[src/rtl/mc_block_sequencer_if.sv]
// rtl/mc_block_sequencer_if.sv - command, reference-request and result signals of the MC block sequencer
interface mc_block_sequencer_if #(
  parameter int COORD_W = 12,
  parameter int SIZE_W  = 5,
  parameter int MV_W    = 16,
  parameter int FRAC_W  = 8
);
  logic                      cmd_valid;
  logic                      cmd_ready;
  logic [COORD_W-1:0]        cmd_x;
  logic [COORD_W-1:0]        cmd_y;
  logic [SIZE_W-1:0]         cmd_w_m1;
  logic [SIZE_W-1:0]         cmd_h_m1;
  logic signed [MV_W-1:0]    cmd_mv_x;
  logic signed [MV_W-1:0]    cmd_mv_y;

  logic                      req_valid;
  logic                      req_ready;
  logic [COORD_W-1:0]        req_x;
  logic [COORD_W-1:0]        req_y;
  logic [FRAC_W-1:0]         req_frac_x;
  logic [FRAC_W-1:0]         req_frac_y;
  logic                      req_last;

  logic                      res_valid;

  // Command source, fetch unit and interpolator side
  modport master (
    output cmd_valid, cmd_x, cmd_y, cmd_w_m1, cmd_h_m1, cmd_mv_x, cmd_mv_y,
    input  cmd_ready,
    input  req_valid, req_x, req_y, req_frac_x, req_frac_y, req_last,
    output req_ready,
    output res_valid
  );

  // Sequencer side
  modport slave (
    input  cmd_valid, cmd_x, cmd_y, cmd_w_m1, cmd_h_m1, cmd_mv_x, cmd_mv_y,
    output cmd_ready,
    output req_valid, req_x, req_y, req_frac_x, req_frac_y, req_last,
    input  req_ready,
    input  res_valid
  );
endinterface

[src/rtl/mc_block_sequencer.sv]
// rtl/mc_block_sequencer.sv - raster-order bilinear MC request sequencer with credit tracking (optional MC_CLAMP_EN edge clamp)
module mc_block_sequencer #(
  parameter int COORD_W      = 12,
  parameter int SIZE_W       = 5,
  parameter int MV_W         = 16,
  parameter int MV_FRAC      = 2,
  parameter int FRAC_W       = 8,
  parameter int MAX_INFLIGHT = 8
) (
  input  logic               i_clk,
  input  logic               i_rst,
  input  logic [COORD_W-1:0] i_pic_w_m1,
  input  logic [COORD_W-1:0] i_pic_h_m1,
  mc_block_sequencer_if.slave io_mc,
  output logic               o_busy,
  output logic               o_done,
  output logic               o_err_credit
);
  localparam int IW = $clog2(MAX_INFLIGHT) + 1;
  localparam int XW = COORD_W + 2;

  typedef enum logic [1:0] {S_IDLE, S_ISSUE, S_DRAIN, S_DONE} state_t;

  state_t                  r_state;
  state_t                  w_state_nxt;

  logic [COORD_W-1:0]      r_x;
  logic [COORD_W-1:0]      r_y;
  logic [SIZE_W-1:0]       r_w_m1;
  logic [SIZE_W-1:0]       r_h_m1;
  logic signed [MV_W-1:0]  r_mv_x;
  logic signed [MV_W-1:0]  r_mv_y;
  logic [SIZE_W-1:0]       r_col;
  logic [SIZE_W-1:0]       r_row;
  logic [IW-1:0]           r_inflight;
  logic                    r_err;

  logic                    w_cmd_fire;
  logic                    w_can_issue;
  logic                    w_req_fire;
  logic                    w_res_take;
  logic                    w_row_end;
  logic                    w_last;
  logic [IW-1:0]           w_inflight_nxt;
  logic signed [MV_W-1:0]  w_mv_sh_x;
  logic signed [MV_W-1:0]  w_mv_sh_y;
  logic [XW-1:0]           w_ix;
  logic [XW-1:0]           w_iy;
  logic [COORD_W-1:0]      w_req_x;
  logic [COORD_W-1:0]      w_req_y;
  logic                    w_unused;

  assign w_cmd_fire  = (r_state == S_IDLE) && io_mc.cmd_valid;
  assign w_can_issue = (r_inflight < IW'(MAX_INFLIGHT));
  // Derived from state rather than req_valid so the FSM block has no combinational self-dependency
  assign w_req_fire  = (r_state == S_ISSUE) && w_can_issue && io_mc.req_ready;
  // A result with nothing outstanding is dropped and only flagged
  assign w_res_take  = io_mc.res_valid && (r_inflight != '0);
  assign w_row_end   = (r_col == r_w_m1);
  assign w_last      = w_row_end && (r_row == r_h_m1);
  assign w_inflight_nxt = r_inflight + IW'(w_req_fire) - IW'(w_res_take);

  // Integer MV part (floor toward -inf); the sum is done modulo 2^XW so the top bit acts as sign
  assign w_mv_sh_x = r_mv_x >>> MV_FRAC;
  assign w_mv_sh_y = r_mv_y >>> MV_FRAC;
  assign w_ix = {2'b00, r_x} + {{(XW-SIZE_W){1'b0}}, r_col} + w_mv_sh_x[XW-1:0];
  assign w_iy = {2'b00, r_y} + {{(XW-SIZE_W){1'b0}}, r_row} + w_mv_sh_y[XW-1:0];

`ifdef MC_CLAMP_EN
  assign w_req_x = w_ix[XW-1] ? '0 :
                   (w_ix > {2'b00, i_pic_w_m1}) ? i_pic_w_m1 : w_ix[COORD_W-1:0];
  assign w_req_y = w_iy[XW-1] ? '0 :
                   (w_iy > {2'b00, i_pic_h_m1}) ? i_pic_h_m1 : w_iy[COORD_W-1:0];
  assign w_unused = ^{w_mv_sh_x[MV_W-1:XW], w_mv_sh_y[MV_W-1:XW]};
`else
  assign w_req_x = w_ix[COORD_W-1:0];
  assign w_req_y = w_iy[COORD_W-1:0];
  assign w_unused = ^{w_mv_sh_x[MV_W-1:XW], w_mv_sh_y[MV_W-1:XW],
                      w_ix[XW-1:COORD_W], w_iy[XW-1:COORD_W], i_pic_w_m1, i_pic_h_m1};
`endif

  assign io_mc.req_x      = w_req_x;
  assign io_mc.req_y      = w_req_y;
  assign io_mc.req_last   = w_last;
  assign io_mc.req_frac_x = FRAC_W'(r_mv_x[MV_FRAC-1:0]) << (FRAC_W - MV_FRAC);
  assign io_mc.req_frac_y = FRAC_W'(r_mv_y[MV_FRAC-1:0]) << (FRAC_W - MV_FRAC);
  assign o_err_credit     = r_err;

  // FSM state register
  always_ff @(posedge i_clk) begin
    if (i_rst) r_state <= S_IDLE;
    else       r_state <= w_state_nxt;
  end

  // FSM next-state and control outputs
  always_comb begin
    w_state_nxt     = r_state;
    io_mc.cmd_ready = 1'b0;
    io_mc.req_valid = 1'b0;
    o_busy          = 1'b1;
    o_done          = 1'b0;
    case (r_state)
      S_IDLE: begin
        io_mc.cmd_ready = 1'b1;
        o_busy          = 1'b0;
        if (io_mc.cmd_valid) w_state_nxt = S_ISSUE;
      end
      S_ISSUE: begin
        io_mc.req_valid = w_can_issue;
        if (w_req_fire && w_last) w_state_nxt = S_DRAIN;
      end
      S_DRAIN: begin
        // Look at the next credit count so done follows the final result by one cycle
        if (w_inflight_nxt == '0) w_state_nxt = S_DONE;
      end
      S_DONE: begin
        o_done      = 1'b1;
        w_state_nxt = S_IDLE;
      end
      default: w_state_nxt = S_IDLE;
    endcase
  end

  // Command latch, raster counters, credit counter and sticky credit error
  always_ff @(posedge i_clk) begin
    if (i_rst) begin
      r_x        <= '0;
      r_y        <= '0;
      r_w_m1     <= '0;
      r_h_m1     <= '0;
      r_mv_x     <= '0;
      r_mv_y     <= '0;
      r_col      <= '0;
      r_row      <= '0;
      r_inflight <= '0;
      r_err      <= 1'b0;
    end else begin
      if (w_cmd_fire) begin
        r_x    <= io_mc.cmd_x;
        r_y    <= io_mc.cmd_y;
        r_w_m1 <= io_mc.cmd_w_m1;
        r_h_m1 <= io_mc.cmd_h_m1;
        r_mv_x <= io_mc.cmd_mv_x;
        r_mv_y <= io_mc.cmd_mv_y;
        r_col  <= '0;
        r_row  <= '0;
      end else if (w_req_fire) begin
        if (w_last) begin
          r_col <= '0;
          r_row <= '0;
        end else if (w_row_end) begin
          r_col <= '0;
          r_row <= r_row + SIZE_W'(1);
        end else begin
          r_col <= r_col + SIZE_W'(1);
        end
      end
      r_inflight <= w_inflight_nxt;
      if (io_mc.res_valid && (r_inflight == '0)) r_err <= 1'b1;
    end
  end
endmodule

[src/flat_wrapper.sv]
// flat-port wrapper written by rule: the top's interface ports become plain ports
module mc_block_sequencer_flat 
#(
  parameter int COORD_W      = 12,
  parameter int SIZE_W       = 5,
  parameter int MV_W         = 16,
  parameter int MV_FRAC      = 2,
  parameter int FRAC_W       = 8,
  parameter int MAX_INFLIGHT = 8
)
  (i_clk, i_rst, i_pic_w_m1, i_pic_h_m1, o_busy, o_done, o_err_credit, io_mc_cmd_valid, io_mc_cmd_x, io_mc_cmd_y, io_mc_cmd_w_m1, io_mc_cmd_h_m1, io_mc_cmd_mv_x, io_mc_cmd_mv_y, io_mc_cmd_ready, io_mc_req_valid, io_mc_req_x, io_mc_req_y, io_mc_req_frac_x, io_mc_req_frac_y, io_mc_req_last, io_mc_req_ready, io_mc_res_valid);
  mc_block_sequencer_if #(.COORD_W(COORD_W), .SIZE_W(SIZE_W), .MV_W(MV_W), .FRAC_W(FRAC_W)) io_mc_i ();
  input  logic i_clk;
  input  logic i_rst;
  input  logic [COORD_W-1:0] i_pic_w_m1;
  input  logic [COORD_W-1:0] i_pic_h_m1;
  output logic o_busy;
  output logic o_done;
  output logic o_err_credit;
  input wire logic [$bits(io_mc_i.cmd_valid)-1:0] io_mc_cmd_valid;
  input wire logic [$bits(io_mc_i.cmd_x)-1:0] io_mc_cmd_x;
  input wire logic [$bits(io_mc_i.cmd_y)-1:0] io_mc_cmd_y;
  input wire logic [$bits(io_mc_i.cmd_w_m1)-1:0] io_mc_cmd_w_m1;
  input wire logic [$bits(io_mc_i.cmd_h_m1)-1:0] io_mc_cmd_h_m1;
  input wire logic [$bits(io_mc_i.cmd_mv_x)-1:0] io_mc_cmd_mv_x;
  input wire logic [$bits(io_mc_i.cmd_mv_y)-1:0] io_mc_cmd_mv_y;
  output wire logic [$bits(io_mc_i.cmd_ready)-1:0] io_mc_cmd_ready;
  output wire logic [$bits(io_mc_i.req_valid)-1:0] io_mc_req_valid;
  output wire logic [$bits(io_mc_i.req_x)-1:0] io_mc_req_x;
  output wire logic [$bits(io_mc_i.req_y)-1:0] io_mc_req_y;
  output wire logic [$bits(io_mc_i.req_frac_x)-1:0] io_mc_req_frac_x;
  output wire logic [$bits(io_mc_i.req_frac_y)-1:0] io_mc_req_frac_y;
  output wire logic [$bits(io_mc_i.req_last)-1:0] io_mc_req_last;
  input wire logic [$bits(io_mc_i.req_ready)-1:0] io_mc_req_ready;
  input wire logic [$bits(io_mc_i.res_valid)-1:0] io_mc_res_valid;
  assign io_mc_i.cmd_valid = io_mc_cmd_valid;
  assign io_mc_i.cmd_x = io_mc_cmd_x;
  assign io_mc_i.cmd_y = io_mc_cmd_y;
  assign io_mc_i.cmd_w_m1 = io_mc_cmd_w_m1;
  assign io_mc_i.cmd_h_m1 = io_mc_cmd_h_m1;
  assign io_mc_i.cmd_mv_x = io_mc_cmd_mv_x;
  assign io_mc_i.cmd_mv_y = io_mc_cmd_mv_y;
  assign io_mc_cmd_ready = io_mc_i.cmd_ready;
  assign io_mc_req_valid = io_mc_i.req_valid;
  assign io_mc_req_x = io_mc_i.req_x;
  assign io_mc_req_y = io_mc_i.req_y;
  assign io_mc_req_frac_x = io_mc_i.req_frac_x;
  assign io_mc_req_frac_y = io_mc_i.req_frac_y;
  assign io_mc_req_last = io_mc_i.req_last;
  assign io_mc_i.req_ready = io_mc_req_ready;
  assign io_mc_i.res_valid = io_mc_res_valid;
  mc_block_sequencer #(.COORD_W(COORD_W), .SIZE_W(SIZE_W), .MV_W(MV_W), .MV_FRAC(MV_FRAC), .FRAC_W(FRAC_W), .MAX_INFLIGHT(MAX_INFLIGHT)) u_core (.i_clk(i_clk), .i_rst(i_rst), .i_pic_w_m1(i_pic_w_m1), .i_pic_h_m1(i_pic_h_m1), .io_mc(io_mc_i), .o_busy(o_busy), .o_done(o_done), .o_err_credit(o_err_credit));
endmodule
[config.mk]
export PLATFORM = sky130hd
export DESIGN_NAME = mc_block_sequencer_flat
export DESIGN_NICKNAME = d
export VERILOG_FILES = /design/src/rtl/mc_block_sequencer_if.sv /design/src/rtl/mc_block_sequencer.sv /design/src/flat_wrapper.sv
export SDC_FILE = /design/constraint.sdc
export NUM_CORES = 1
export LEC_CHECK = 0
export ABC_AREA = 1
export CORE_MARGIN = 3
export CORE_UTILIZATION = 41
export CTS_CLUSTER_SIZE = 12
export DETAILED_ROUTE_END_ITERATION = 10
export PLACE_DENSITY = 0.73
export SETUP_SLACK_MARGIN = 0.15
export SYNTH_ARGS = -nofsm -noshare
export SYNTH_HDL_FRONTEND = slang
export SYNTH_SLANG_ARGS = --single-unit
[constraint.sdc]
create_clock -name i_clk -period 3.2 [get_ports i_clk]
set_clock_uncertainty 0.1 [all_clocks]
set_input_delay 0.32 -clock i_clk [delete_from_list [all_inputs] [get_ports i_clk]]
set_output_delay 0.32 -clock i_clk [all_outputs]
set_load 0.01 [all_outputs]
## After elaboration in Yosys (flattened, before gate mapping)

Cells that the tools add are included.
Widths: inputs -> output; s select.

| word-level totals | value |
|---|---|
| flip-flop bits (word level) | 79 |
| input bits | 95 |
| output and inout port bits | 46 |
| logic and storage cells | 55 |

| operators by class | value |
|---|---|
| add/sub/neg operators | 8 |
| magnitude comparators | 1 |
| eq/ne operators | 8 |
| mux-type cells | 12 |
| reduce and logical (&&, ||, !) cells | 15 |

Operators with widths:

| kind | count |
|---|---|
| $add 12x12->12 | 2 |
| $add 12x5->12 | 2 |
| $mux 5 | 4 |
| $add 5x1->5 const B | 2 |
| $eq 5x5->1 | 2 |
| $logic_not 4->1 | 2 |
| $pmux 2 s4 | 1 |
| $logic_and 1x1->1 | 7 |
| $mux 2 | 3 |
| $add 4x1->4 | 1 |
| $eq 2x2->1 const B | 2 |
| $lt 4x4->1 const B | 1 |
| $mux 1 | 4 |
| $ne 2x2->1 const B | 2 |
| $reduce_bool 4->1 | 1 |
| $sub 4x1->4 | 1 |
| $reduce_and 3->1 | 1 |
| $eq 2x1->1 const B | 1 |
| $logic_not 2->1 | 1 |
| $ne 2x1->1 const B | 1 |
| $reduce_and 2->1 | 1 |
| $reduce_bool 2->1 | 1 |
| $reduce_or 2->1 | 1 |

## Logic depth before layout (Yosys ltp)

| depth | value |
|---|---|
| word-level depth | 8 |
| depth in mapped cells | 17 |
| depth with buffers taken out | 17 |

## Worst setup path before layout

OpenSTA, ideal clock, no wires.

| timing | value |
|---|---|
| path type | register to output |
| start | register u_core.r_col[1] |
| end | output io_mc_req_x[9] |
| arrival time | 2.240 ns |
| slack | 0.540 ns |
| stages on the path, launching flop included | 11 |
| cell sequence | dfxtp_1 fa_1 ha_1 fa_1 nand3_1 nand3_1 a21oi_1 nor2_1 nand2_1 nand2_1 xor2_1 |

| on the way | value |
|---|---|
| longest elaborated chain between the ends | 2 |

RTL lines:

| what | line | source |
|---|---|---|
| start: declaration | mc_block_sequencer.sv:33 | `logic [SIZE_W-1:0] r_col;` |
| start signal: assignment | mc_block_sequencer.sv:155 | `r_col <= r_col + SIZE_W'(1);` |
| $add 12x5->12 | mc_block_sequencer.sv:66 | `assign w_ix = {2'b00, r_x} + {{(XW-SIZE_W){1'b0}}, r_col} + w_mv_sh_x[XW-1:0];` |
| $add 12x12->12 | mc_block_sequencer.sv:66 |  |
| end: declaration | flat_wrapper.sv:29 | `output wire logic [$bits(io_mc_i.req_x)-1:0] io_mc_req_x;` |

Every way passes these cells.

## Final worst setup path

| timing | value |
|---|---|
| start | register u_core.r_mv_y[3] |
| end | output io_mc_req_y[9] |

| on the way | value |
|---|---|
| longest elaborated chain between the ends | 1 |

RTL lines:

| what | line | source |
|---|---|---|
| start: declaration | mc_block_sequencer.sv:32 | `logic signed [MV_W-1:0] r_mv_y;` |
| start signal: assignment | mc_block_sequencer.sv:144 | `r_mv_y <= io_mc.cmd_mv_y;` |
| $add 12x12->12 | mc_block_sequencer.sv:67 | `assign w_iy = {2'b00, r_y} + {{(XW-SIZE_W){1'b0}}, r_row} + w_mv_sh_y[XW-1:0];` |
| end: declaration | flat_wrapper.sv:30 | `output wire logic [$bits(io_mc_i.req_y)-1:0] io_mc_req_y;` |

Every way passes these cells.

==> impl_results.md <==
* Clock Latency Late Sink at 0.35 ns
* Most frequent cells in the layout: nor2_1 (133), clkdlybuf4s50_1 (85), dfxtp_1 (71)
* Mapped Avg Cell Area at 7.72 um2
* Clock Sinks at 79
* Worst path cell trace: fa_1 -> ha_2 -> fa_2 -> a21oi_4 -> buf_4 -> o21ai_2 -> xor2_1 -> clkdlybuf4s15_2
* CTS root buf: clkbuf_8
* Status: finished clean
* I/O Pins at 141
* Via count at 4059
* Initial DRC Count at 157
* Clk slew on worst S/H paths at 0.08 ns
* DR vias/cell at 4.85
* WP buf/inv at 2
* Post-Syn Instances at 594
* Final setup vio count at 0
* Fin nets at 848
* Yosys top cell by area: dfxtp_1
* Worst hold path type: reg -> reg
* Fin util at 0.574
* PwrDens at 783 nW/um2
* Worst IR drop on VDD at 0.402 mV
* # H-tree levels at 3
* Share of the synthesized area in the top cell type at 0.345
* Total length of routed wires at 10.7 mm
* Fin. max-slew vios at 0
* Layout area overhead at 32.8%
* First-pass GRT wire length at 17.6 mm
* Die ar. at 12500 um2
* Synth top area cells: dfxtp_1 (35%), ha_1 (12%), nor2_1 (11%), o21ai_0 (7.2%), fa_1 (5.7%)
* DRC errors left at 0
* Critical path class: reg -> out
* Least-Margin Pin Slew at 0.639 ns
* Max clock buf depth at 2
* Master of the slowest instance on the critical path: fa_1
* GR Util All Layers at 0.169
* Pre-antenna DRT Iters at 4
* Vias in the first global route at 3944
* Async set or reset register ratio after synthesis at 0
* Register bit count reported by yosys at 79
* Die Ht at 112 um
* Register area share after synthesis at 0.345
* Data required time at the worst endpoint at 2.78 ns
* Core footprint at 10600 um2
* Die W at 112 um
* DRT antenna net count at 0
* CTS buffer count at 9
* Max stage delay on crit path at 0.44 ns
* Setup TNS at 0 ns
* GP Congestion at 0.861
* Final Critical Period at 2.99 ns
* Worst slew margin at 0.573
* RSZ-0062 raised after global routing: yes
* Lkg Pwr at 2.71 nW
* Number of enable flip-flop cells after synthesis at 0
* Startpoint types: flop
* Post-Syn Area at 4580 um2
* GRT overflow at 0
* Share of cells above drive strength 1 at 0.114
* Commonest non-fill, non-tap cell in the layout: nor2_1
* Worst path top cell family by delay: adder cells
* Post-DP HPWL at 8.14 mm
* Hold Vio Cnt, Final at 0
* CTS tree: done
* Avg WL per Cell at 12.7 um
* Starting Density at 0.432
* Antenna violations before repair at 0
* Ant. Diodes at 0
* CP arrival at 2.57 ns
* Post-CTS Hold Fix Bufs at 0
* F_max at 334 MHz
* Synth Warn # at 0
* # port buffers at 100
* Final period util at 0.935
* CP endpoint kind: output pin
* # rows at 37
* Main flop type after synthesis: dfxtp_1
* Max Cap Viol at 0
* Largest net degree at the start of global routing at 54
* Distinct cell type count after synthesis at 34
* Worst-path fanout max at 4
## report_power, final
| part | switching [W] | internal [W] | total [W] | leakage (nW) |
|---|---|---|---|---|
| combinational | 0.00136 | 0.00112 | 0.00249 | 1.94 |
| sequential | 0.000146 | 0.00123 | 0.00138 | 0.656 |
| clock | 0.000366 | 0.000537 | 0.000903 | 0.119 |
| total | 0.00188 | 0.00289 | 0.00477 | 2.71 |
## worst min-delay path, delay by kind of cell, from the launching register on
family | cells | cell delay [ns]
DFF | 1 | 0.32
AOI/OAI and AO/OA | 1 | 0.05
buffers and inverters | 1 | 0.05
## per-layer routing
metal	track usage	wire, um	part of all wire
met4	0.0487	156	0.015
met3	0.0511	721	0.068
met5	0	0	0
met1	0.201	4600	0.43
met2	0.295	5180	0.49
## kinds of logic (layout without fill, tap and decap cells)
group                    Yosys count  in the layout  share of synthesized area
AO/OA/AOI/OAI                    111            111                      0.128
XOR/XNOR                          31             31                     0.0592
adder cells (fa/ha/maj)           56             56                      0.174
buffers and inverters             82            178                     0.0819
flip-flops                        79             79                      0.345
other                              1             12                   0.000818
AND/OR/NAND/NOR                  234            234                      0.211
## repair_timing
item | 4_1_cts | 5_1_grt
pin swaps | 4 | 4
setup endpoints to repair | 17 | 9
gates resized for setup | 47 | 15
hold endpoints to repair | 0 | 0
setup buffers | 1 | 3
## path summary, 6_finish.rpt
path,from,end,slack [ns],cells past startpoint
max,u_core.r_mv_y[3]$_SDFFE_PP0P_,io_mc_req_y[9],0.21,8
min,u_core.o_err_credit$_SDFFE_PP0P_,u_core.o_err_credit$_SDFFE_PP0P_,0.36,2
max reg2reg,u_core.r_inflight[3]$_SDFF_PP0_,u_core.r_state[1]$_SDFFE_PP0P_,0.51,15
min reg2reg,u_core.o_err_credit$_SDFFE_PP0P_,u_core.o_err_credit$_SDFFE_PP0P_,0.36,2
## final cells by class
class,instances,area (um2)
Fill cell,953,4510
Multi-Input combinational cell,444,2810
Sequential cell,79,1590
Timing Repair Buffer,115,1090
Inverter,48,181
Tap cell,136,170
Clock buffer,10,138
Clock inverter,5,106
## state kept, by name, indices dropped and copies added, names as in the netlist, 5 cells and up
name	count
u_core.r_col	5
u_core.r_h_m1	5
u_core.r_mv_x	14
u_core.r_y	12
u_core.r_row	5
u_core.r_x	12
u_core.r_w_m1	5
u_core.r_mv_y	14
## cells in the mapped netlist (all sizes together), types with 3 or more instances
master,instances
dfxtp,79
xor2,17
ha,43
nand3,23
o2111ai,3
nand2,65
fa,13
nor3,3
nor2,139
o21ai,69
a21oi,35
buf,21
inv,46
xnor2,14
clkbuf,13
## stage by stage
step                area, um2  power [W]  hold WS, ns  setup WS, ns  cells
floorplan                4620    0.00295        0.289         0.540    605
global placement         5680    0.00377        0.342         0.112    818
detailed placement       5680    0.00385        0.356        0.0675    818
CTS                      6010    0.00476        0.368        0.0233    834
global route             6090    0.00517        0.386        0.0650    837
finish                   6090    0.00477        0.361         0.208    837
(Power assumes the default switching activity.)
